==> src/rtl/fetch_redirect_ctrl_pkg.sv <==
// Shared types and constants for the fetch redirect controller.
//   state_e    : controller state (boot, fetch, hold)
//   PC_INCR    : sequential fetch stride in bytes
//   ALIGN_MASK : low target bits that are forced to zero on a redirect
package fetch_pkg;

  typedef enum logic [1:0] {
    StBoot  = 2'd0,
    StFetch = 2'd1,
    StHold  = 2'd2
  } state_e;

  localparam int unsigned PC_INCR = 4;

  localparam logic [1:0] ALIGN_MASK = 2'b11;

endpackage

==> src/rtl/fetch_redirect_ctrl_if.sv <==
// Fetch-stage bus between decode/hazard logic, instruction memory and the controller.
//   slave  : controller side (takes redirect/stall/ready, drives PCF and strobes)
//   master : environment side (drives redirect/stall/ready, observes controller outputs)
interface fetch_redirect_ctrl_if #(
  parameter int unsigned SIZE  = 31,
  parameter int unsigned CNT_W = 16
);

  logic             JumpD;
  logic             bequal;
  logic [SIZE:0]    jumpdest;
  logic [SIZE:0]    branchdest;
  logic             StallF;
  logic             imem_ready;
  logic [SIZE:0]    PCF;
  logic             imem_req;
  logic             fetch_valid;
  logic             FlushD;
  logic [CNT_W-1:0] redirect_cnt;

  modport slave (
    input  JumpD, bequal, jumpdest, branchdest, StallF, imem_ready,
    output PCF, imem_req, fetch_valid, FlushD, redirect_cnt
  );

  modport master (
    output JumpD, bequal, jumpdest, branchdest, StallF, imem_ready,
    input  PCF, imem_req, fetch_valid, FlushD, redirect_cnt
  );

endinterface

==> src/rtl/fetch_redirect_ctrl_redirect_select.sv <==
// Priority mux for the decode-stage redirect target.
//   jump_i/branch_i         : resolved jump / taken branch
//   jumpdest_i/branchdest_i : candidate targets
//   redirect_o              : any redirect requested
//   target_o                : selected target, jump wins, word-aligned
module redirect_select
  import fetch_pkg::*;
#(
  parameter int unsigned SIZE = 31
) (
  input  logic          jump_i,
  input  logic          branch_i,
  input  logic [SIZE:0] jumpdest_i,
  input  logic [SIZE:0] branchdest_i,
  output logic          redirect_o,
  output logic [SIZE:0] target_o
);

  logic [SIZE:0] sel;

  always_comb begin
    sel        = jump_i ? jumpdest_i : branchdest_i;
    redirect_o = jump_i | branch_i;
    target_o   = {sel[SIZE:2], sel[1:0] & ~ALIGN_MASK};
  end

endmodule

==> src/rtl/fetch_redirect_ctrl.sv <==
// Fetch-stage PC owner: sequential advance, redirects, stalls and imem wait states.
//   clk, rst_n : clock and synchronous active-low reset
//   bus        : slave side of fetch_redirect_ctrl_if (redirect inputs, StallF,
//                imem_ready in; PCF, imem_req, fetch_valid, FlushD, redirect_cnt out)
module fetch_redirect_ctrl
  import fetch_pkg::*;
#(
  parameter int unsigned    SIZE     = 31,
  parameter logic [SIZE:0]  RESET_PC = '0,
  parameter int unsigned    CNT_W    = 16
) (
  input  logic                 clk,
  input  logic                 rst_n,
  fetch_redirect_ctrl_if.slave bus
);

  state_e           state_q, state_d;
  logic [SIZE:0]    pc_q, pc_d;
  logic [SIZE:0]    pending_q, pending_d;
  logic [CNT_W-1:0] cnt_q, cnt_d;

  logic             redirect;
  logic [SIZE:0]    target;
  logic             advance;
  logic             cnt_inc;
  logic             req_raw, valid_raw, flush_raw;

  redirect_select #(
    .SIZE (SIZE)
  ) u_redirect_select (
    .jump_i       (bus.JumpD),
    .branch_i     (bus.bequal),
    .jumpdest_i   (bus.jumpdest),
    .branchdest_i (bus.branchdest),
    .redirect_o   (redirect),
    .target_o     (target)
  );

  assign advance = (state_q != StBoot) & ~bus.StallF & bus.imem_ready;

  always_comb begin
    state_d   = state_q;
    pc_d      = pc_q;
    pending_d = pending_q;
    cnt_inc   = 1'b0;
    req_raw   = 1'b0;
    valid_raw = 1'b0;
    flush_raw = 1'b0;
    unique case (state_q)
      StBoot: begin
        state_d = StFetch;
      end
      StFetch: begin
        req_raw = ~bus.StallF;
        if (redirect) begin
          if (advance) begin
            pc_d      = target;
            flush_raw = 1'b1;
            cnt_inc   = 1'b1;
          end else begin
            // Blocked: park the target so it is applied exactly once later.
            pending_d = target;
            state_d   = StHold;
          end
        end else if (advance) begin
          valid_raw = 1'b1;
          pc_d      = pc_q + (SIZE+1)'(PC_INCR);
        end
      end
      StHold: begin
        // New redirects are ignored here; the parked target is from the older instruction.
        req_raw = ~bus.StallF;
        if (advance) begin
          pc_d      = pending_q;
          flush_raw = 1'b1;
          cnt_inc   = 1'b1;
          state_d   = StFetch;
        end
      end
      default: begin
        state_d = StBoot;
      end
    endcase
    cnt_d = (cnt_inc && (cnt_q != '1)) ? cnt_q + 1'b1 : cnt_q;
  end

  always_ff @(posedge clk) begin
    if (!rst_n) begin
      state_q   <= StBoot;
      pc_q      <= RESET_PC;
      pending_q <= '0;
      cnt_q     <= '0;
    end else begin
      state_q   <= state_d;
      pc_q      <= pc_d;
      pending_q <= pending_d;
      cnt_q     <= cnt_d;
    end
  end

  assign bus.PCF          = pc_q;
  assign bus.redirect_cnt = cnt_q;
  assign bus.imem_req     = rst_n & req_raw;
  assign bus.fetch_valid  = rst_n & valid_raw;
  assign bus.FlushD       = rst_n & flush_raw;

endmodule

==> src/flat_wrapper.sv <==
// flat-port wrapper written by rule: the top's interface ports become plain ports
module fetch_redirect_ctrl_flat import fetch_pkg::*;
#(
  parameter int unsigned    SIZE     = 31,
  parameter logic [SIZE:0]  RESET_PC = '0,
  parameter int unsigned    CNT_W    = 16
)
  (clk, rst_n, bus_JumpD, bus_bequal, bus_jumpdest, bus_branchdest, bus_StallF, bus_imem_ready, bus_PCF, bus_imem_req, bus_fetch_valid, bus_FlushD, bus_redirect_cnt);
  fetch_redirect_ctrl_if #(.SIZE(SIZE), .CNT_W(CNT_W)) bus_i ();
  input  logic clk;
  input  logic rst_n;
  input wire logic [$bits(bus_i.JumpD)-1:0] bus_JumpD;
  input wire logic [$bits(bus_i.bequal)-1:0] bus_bequal;
  input wire logic [$bits(bus_i.jumpdest)-1:0] bus_jumpdest;
  input wire logic [$bits(bus_i.branchdest)-1:0] bus_branchdest;
  input wire logic [$bits(bus_i.StallF)-1:0] bus_StallF;
  input wire logic [$bits(bus_i.imem_ready)-1:0] bus_imem_ready;
  output wire logic [$bits(bus_i.PCF)-1:0] bus_PCF;
  output wire logic [$bits(bus_i.imem_req)-1:0] bus_imem_req;
  output wire logic [$bits(bus_i.fetch_valid)-1:0] bus_fetch_valid;
  output wire logic [$bits(bus_i.FlushD)-1:0] bus_FlushD;
  output wire logic [$bits(bus_i.redirect_cnt)-1:0] bus_redirect_cnt;
  assign bus_i.JumpD = bus_JumpD;
  assign bus_i.bequal = bus_bequal;
  assign bus_i.jumpdest = bus_jumpdest;
  assign bus_i.branchdest = bus_branchdest;
  assign bus_i.StallF = bus_StallF;
  assign bus_i.imem_ready = bus_imem_ready;
  assign bus_PCF = bus_i.PCF;
  assign bus_imem_req = bus_i.imem_req;
  assign bus_fetch_valid = bus_i.fetch_valid;
  assign bus_FlushD = bus_i.FlushD;
  assign bus_redirect_cnt = bus_i.redirect_cnt;
  fetch_redirect_ctrl #(.SIZE(SIZE), .RESET_PC(RESET_PC), .CNT_W(CNT_W)) u_core (.clk(clk), .rst_n(rst_n), .bus(bus_i));
endmodule
==> config.mk <==
export PLATFORM = sky130hd
export DESIGN_NAME = fetch_redirect_ctrl_flat
export DESIGN_NICKNAME = d
export VERILOG_FILES = /design/src/rtl/fetch_redirect_ctrl_pkg.sv /design/src/rtl/fetch_redirect_ctrl_if.sv /design/src/rtl/fetch_redirect_ctrl_redirect_select.sv /design/src/rtl/fetch_redirect_ctrl.sv /design/src/flat_wrapper.sv
export SDC_FILE = /design/constraint.sdc
export NUM_CORES = 1
export LEC_CHECK = 0
export ABC_AREA = 1
export CAP_MARGIN = 20
export CORE_AREA = 2 2 103 105
export DETAILED_ROUTE_END_ITERATION = 10
export DIE_AREA = 0 0 105 107
export PLACE_DENSITY = 0.85
export SLEW_MARGIN = 20
export SYNTH_ARGS = -nofsm -noshare
export SYNTH_HDL_FRONTEND = slang
export SYNTH_SLANG_ARGS = --single-unit
==> constraint.sdc <==
create_clock -name clk -period 1.85 [get_ports clk]
set_input_delay 0.2775 -clock clk [delete_from_list [all_inputs] [get_ports clk]]
set_output_delay 0.2775 -clock clk [all_outputs]
set_load 0.01 [all_outputs]
==> results_dict.tcl, run 1 <==
set metrics [dict create \
    synth-seq-cells 78 \
    grt_pass1_wl_um 23500 \
    postLayoutCellArea_um2 6480 \
    power_mw 6.13 \
    cp_max_fo 3 \
    wl_um 14000 \
    port_buffers 114 \
    dpl-instance-area_um2 6290 \
    max_slew.worst_pin.slew_ns 0.501 \
    grt_overflow_total 0 \
    irDropWorstVdd_uv 468 \
    wl_per_cell_um 13.4 \
    skew_ns 0.00748 \
    outcome "completed" \
    fillCellCount 959 \
    synth.avg_cell_area_um2 6.28 \
    leakage_nw 2.50 \
    clock_sinks 78 \
    layout_setup_ws_ns 0.0549 \
    synth_edf_count 0 \
    rows 37 \
    finalCriticalPeriod_ns 1.80 \
    timing.final.crit_share_pct 97.0 \
    grt_max_degree 62 \
    start_util_pct 48.9 \
    drt_first_pass_iters 5 \
    drtIter0Drc 363 \
    dr_total_vias 5487 \
    grt_setup_unrepaired "true" \
    fmax_mhz 557 \
    crit_chain "inv_1 > ha_2 > nor2_2 > nand2_2 > inv_2 > nand3_2 > nor2_1 > buf_2" \
    fp.dieW_um 105 \
    n_antenna_cell 0 \
    reg2reg_setup_slack_ns 0.15 \
    drive_gt1_share_pct 10.3 \
    yosys_warnings 0 \
    grt_use_total_pct 25.1 \
    syn-cell-area_um2 4940 \
    postCtsHoldBufs 0 \
    async_flop_share_pct 0 \
    cap_viol_max_count 0 \
    h-tree-depth 3 \
    cts_max_path_buffers 2 \
    numCtsBuffers 9 \
    slowest_delay_ns 0.33 \
    dp_slack_ns -0.201 \
    critPathBufInv 3 \
    setup_viol 0 \
    num-nets-final 973 \
    cts_tree "built" \
    final_hold_viol_count 0 \
    gp_congestion 0.922 \
    worstPathRequired_ns 1.57 \
    yosysSeqAreaShare_pct 31.6 \
    crit_slowest_cell "dfxtp_2" \
    crit_path_end_kind "primary output" \
    syn_inst 786 \
    place_hpwl_um 10100 \
    area_growth_pct 31.2 \
    critical-path-top-delay-family "simple AND/OR/NAND/NOR gates" \
    report.final.slew_viol_count 0 \
    synth_flop_cell "dfxtp_1" \
    clk_pin_slew_ns 0.07 \
    slew_headroom_pct 66.6 \
    fin_util_pct 64.2 \
    synth.area.top_cells "dfxtp_1 (32%), nand2_1 (16%), o21ai_0 (8.6%)" \
    grt_pass1_vias 5196 \
    hold_class "reg -> reg" \
    grt_antenna_before_repair 0 \
    vias_per_cell 5.29 \
    ios 121 \
    die-area_um2 11200 \
    yosysUniqueCellTypes 40 \
    ant_nets 0 \
    start_kind "flip-flop" \
    cts_setup_buffers 0 \
    synth.top_cell.area_share_pct 31.6 \
    synth_top_area_cell "dfxtp_1" \
    worstSetupPathType "reg -> out" \
    power.density_nw_per_um2 945 \
    die_h_um 107 \
    route.detailed.drc 0 \
    root_buffer "clkbuf_8" \
    yosysMostFrequentCell "nand2_1" \
    synth_commonest_cells "nand2_1 (212), o21ai_0 (85), dfxtp_1 (78)" \
    hold_ws_ns 0.467 \
    worstPathArrival_ns 1.52 \
    clk_latency_ns 0.36 \
    core_um2 10100 \
]
power breakdown:
group          total [mW]  internal (mW)  switching, mW  leakage (nW)
Combinational        2.43           1.17           1.27          1.77
Sequential           2.51           2.07          0.439         0.640
Clock                1.18          0.552          0.631        0.0845
registers in the layout (all words and copies together) (netlist names):
| signal | cells |
|---|---|
| u_core.bus.redirect_cnt | 16 |
| u_core.state_q | 2 |
| u_core.bus.PCF | 30 |
| u_core.pending_q | 30 |
per-stage QoR:
stage                     setup TNS (ns)  cells
after floorplan                        0    787
after global routing             -0.0681   1038
final                                  0   1038
after global placement             -1.92   1023
after detailed placement           -2.85   1023
after CTS                         -0.124   1038
path summary, 6_finish.rpt:
| kind | start | endpoint | cells after the start |
|---|---|---|---|
| max | u_core.state_q[0] | bus_FlushD | 8 |
| min reg2reg | u_core.pending_q[4] | u_core.pending_q[4] | 2 |
| max reg2reg | u_core.bus.PCF[3] | u_core.bus.PCF[14] | 9 |
| min | u_core.pending_q[4] | u_core.pending_q[4] | 2 |
logic make-up (layout without fill, tap and decap cells):
family                     count (synthesis)  in the layout  synth area share [%]
other                                      1              2                0.0759
DFF                                       78             78                  31.6
muxes                                      1              1                 0.203
and+or+nand+nor                          366            366                  31.6
xor gates and xnor gates                  15             15                  2.66
adders and majority gates                  5              5                  1.27
AOI/OAI and AO/OA                        207            207                  22.6
buffers and inverters                    113            228                  9.91
cell type report:
class,instances,area [µm²],share of cell area [%]
tap,136,170,2.63
sequential,78,1560,24.1
timing repair buffer,143,1380,21.3
clock buffer,12,155,2.39
inverter,70,265,4.09
clock inverter,3,20.0,0.309
multi-input combinational,596,2930,45.1
layout by cell type, fill, tap and decap left out, drive strengths merged, types with 8 or more instances in the layout:
cell / synthesis / routed
inv: 69 / 69
a21oi: 81 / 81
nand3: 63 / 63
buf: 25 / 31
clkbuf: 18 / 13
clkdlybuf4s50: 0 / 111
dfxtp: 78 / 78
nor2: 63 / 63
a31oi: 24 / 24
xor2: 8 / 8
o21ai: 92 / 92
nand2: 223 / 223
nor3: 8 / 8
tightest hold or removal path, cell delays in order (launching register included):
cell and delay, ns:
dfxtp_1 0.32, nand2_1 0.06, a21oi_1 0.05
routing by layer:
metal	part of all wire, %	track usage (%)
met5	0	0
met4	1.7	7.14
met3	6.6	5.11
met2	48	43.5
met1	44	31.5
timing repair:
| action | CTS | global route |
|---|---|---|
| cloned | 0 | 0 |
| gates resized for setup | 8 | 14 |
| endpoints found under the setup margin | 3 | 47 |
| pin swaps | 0 | 3 |
(Power assumes the default switching activity.)
==> run 2: changes to the inputs <==
--- a/config.mk
+++ b/config.mk
@@ -11,6 +11,7 @@
 export DETAILED_ROUTE_END_ITERATION = 10
 export DIE_AREA = 0 0 105 107
 export PLACE_DENSITY = 0.85
+export SKIP_CTS_REPAIR_TIMING = 1
 export SLEW_MARGIN = 20
 export SYNTH_ARGS = -nofsm -noshare
 export SYNTH_HDL_FRONTEND = slang
==> constraint.sdc (replaced) <==
create_clock -name clk -period 1.85 [get_ports clk]
set_input_delay 0.2775 -clock clk [delete_from_list [all_inputs] [get_ports clk]]
set_output_delay 0.2775 -clock clk [all_outputs]
set_load 0.02 [all_outputs]
==> results_dict.tcl, run 2 (synthesis gave the netlist of run 1 again) <==
set metrics [dict create \
    outcome "completed" \
    h-tree-depth 3 \
    port_buffers 114 \
    slowest_delay_ns 0.34 \
    path_common_cell "buf_4" \
    wl_um 15100 \
    grt_max_degree 59 \
    n_antenna_cell 0 \
    wl_per_cell_um 14.4 \
    die-area_um2 11200 \
    seq_power_share_pct 38.4 \
    finalCriticalPeriod_ns 1.81 \
    crit_path_end_kind "primary output" \
    hold_class "reg -> reg" \
    crit_chain "buf_4 > ha_1 > nand2_4 > nand2_1 > nand3_1 > nor2_1 > buf_4" \
    timing.final.crit_share_pct 98.0 \
    grt_pass1_wl_um 24200 \
    crit_slowest_cell "dfxtp_2" \
    die_h_um 107 \
    slew_headroom_pct 66.0 \
    cts_tree "built" \
    max_slew.worst_pin.slew_ns 0.509 \
    clk_pin_slew_ns 0.08 \
    power_mw 6.57 \
    clk_latency_ns 0.36 \
    grt_use_total_pct 26.0 \
    setup_viol 0 \
    start_util_pct 48.9 \
    final_hold_viol_count 0 \
    numCtsBuffers 9 \
    clock_sinks 78 \
    cap_viol_max_count 0 \
    skew_ns 0.00854 \
    worstPathRequired_ns 1.57 \
    irDropWorstVdd_uv 439 \
    grt_overflow_total 0 \
    cts_max_path_buffers 2 \
    drtIter0Drc 333 \
    report.final.slew_viol_count 0 \
    grt_antenna_before_repair 0 \
    root_buffer "clkbuf_8" \
    p_switching_mw 2.65 \
    combPwrFrac_pct 41.5 \
    p_int_mw 3.93 \
    p_sw_share_pct 40.3 \
    gp_congestion 0.928 \
    layout_common_cells "nand2_1 (210), clkdlybuf4s50_1 (111), o21ai_0 (84)" \
    rows 37 \
    p_clk_share_pct 20.1 \
    power.density_nw_per_um2 992 \
    start_kind "flip-flop" \
    place_hpwl_um 10400 \
    vias_per_cell 5.37 \
    leakage_nw 2.56 \
    ios 121 \
    grt_pass1_vias 5160 \
    worstSetupPathType "reg -> out" \
    worstPathArrival_ns 1.54 \
    reg2reg_setup_slack_ns 0.12 \
    final_common_cell "nand2_1" \
    critPathBufInv 2 \
    fmax_mhz 552 \
    critical-path-top-delay-family "flip-flops" \
    cp_max_fo 4 \
    drive_gt1_share_pct 11.1 \
    place_inst 1027 \
    area_growth_pct 34.2 \
    stdcell_count 1045 \
    drt_first_pass_iters 5 \
    dr_total_vias 5610 \
    route.detailed.drc 0 \
    fp.dieW_um 105 \
    core_um2 10100 \
    grt_setup_unrepaired "true" \
    ant_nets 0 \
    num-nets-final 979 \
]
-- run 2: through the flow --
stage               hold WS (ns)  util (%)  setup TNS, ns  setup WS, ns  area, µm²
floorplan                  0.435         -              0         0.214       4940
global placement           0.451      62.6          -1.79        -0.229       6320
detailed placement         0.456      62.6          -3.24        -0.261       6320
CTS                        0.468      64.6          -1.28        -0.501       6520
global route               0.486      65.7        -0.0430       -0.0430       6630
finish                     0.471      65.7              0        0.0368       6630
-- run 2: final timing paths --
kind                       start             endpoint  cells past startpoint
max            u_core.state_q[0]           bus_FlushD                      7
min reg2reg  u_core.pending_q[4]  u_core.pending_q[4]                      2
min          u_core.pending_q[4]  u_core.pending_q[4]                      2
max reg2reg    u_core.state_q[0]    u_core.state_q[0]                      8
-- run 2: final cells by class --
type,instances,area (µm²)
multi-input combinational,596,2940
sequential,78,1560
fill,912,3460
tap,136,170
clock inverter,7,75.1
inverter,70,268
clock buffer,9,124
timing repair buffer,149,1480
-- run 2: routing by layer --
metal / up-vias / global-route usage, % / routed length, µm
li1: 2822 / - / -
met1: 2533 / 33.7 / 6410
met2: 228 / 44.2 / 7360
met3: 27 / 3.34 / 993
met4: 0 / 9.52 / 310
met5: - / 0 / 0
-- run 2: worst reg2reg max path: stages, from the launching register on --
cell	delay [ns]
dfxtp_2	0.34
inv_1	0.05
buf_4	0.13
ha_4	0.18
inv_2	0.07
buf_4	0.34
o21ai_0	0.22
o21bai_1	0.19
a21oi_1	0.13
-- run 2: power by group through the flow --
stage	clock [mW]	sequential, mW	combinational (mW)
2_1_floorplan	0	2.69	1.28
3_3_place_gp	0	2.53	2.55
3_5_place_dp	0	2.54	2.61
4_1_cts	1.32	2.50	2.63
5_1_grt	1.40	2.57	3.00
6_report	1.32	2.52	2.73
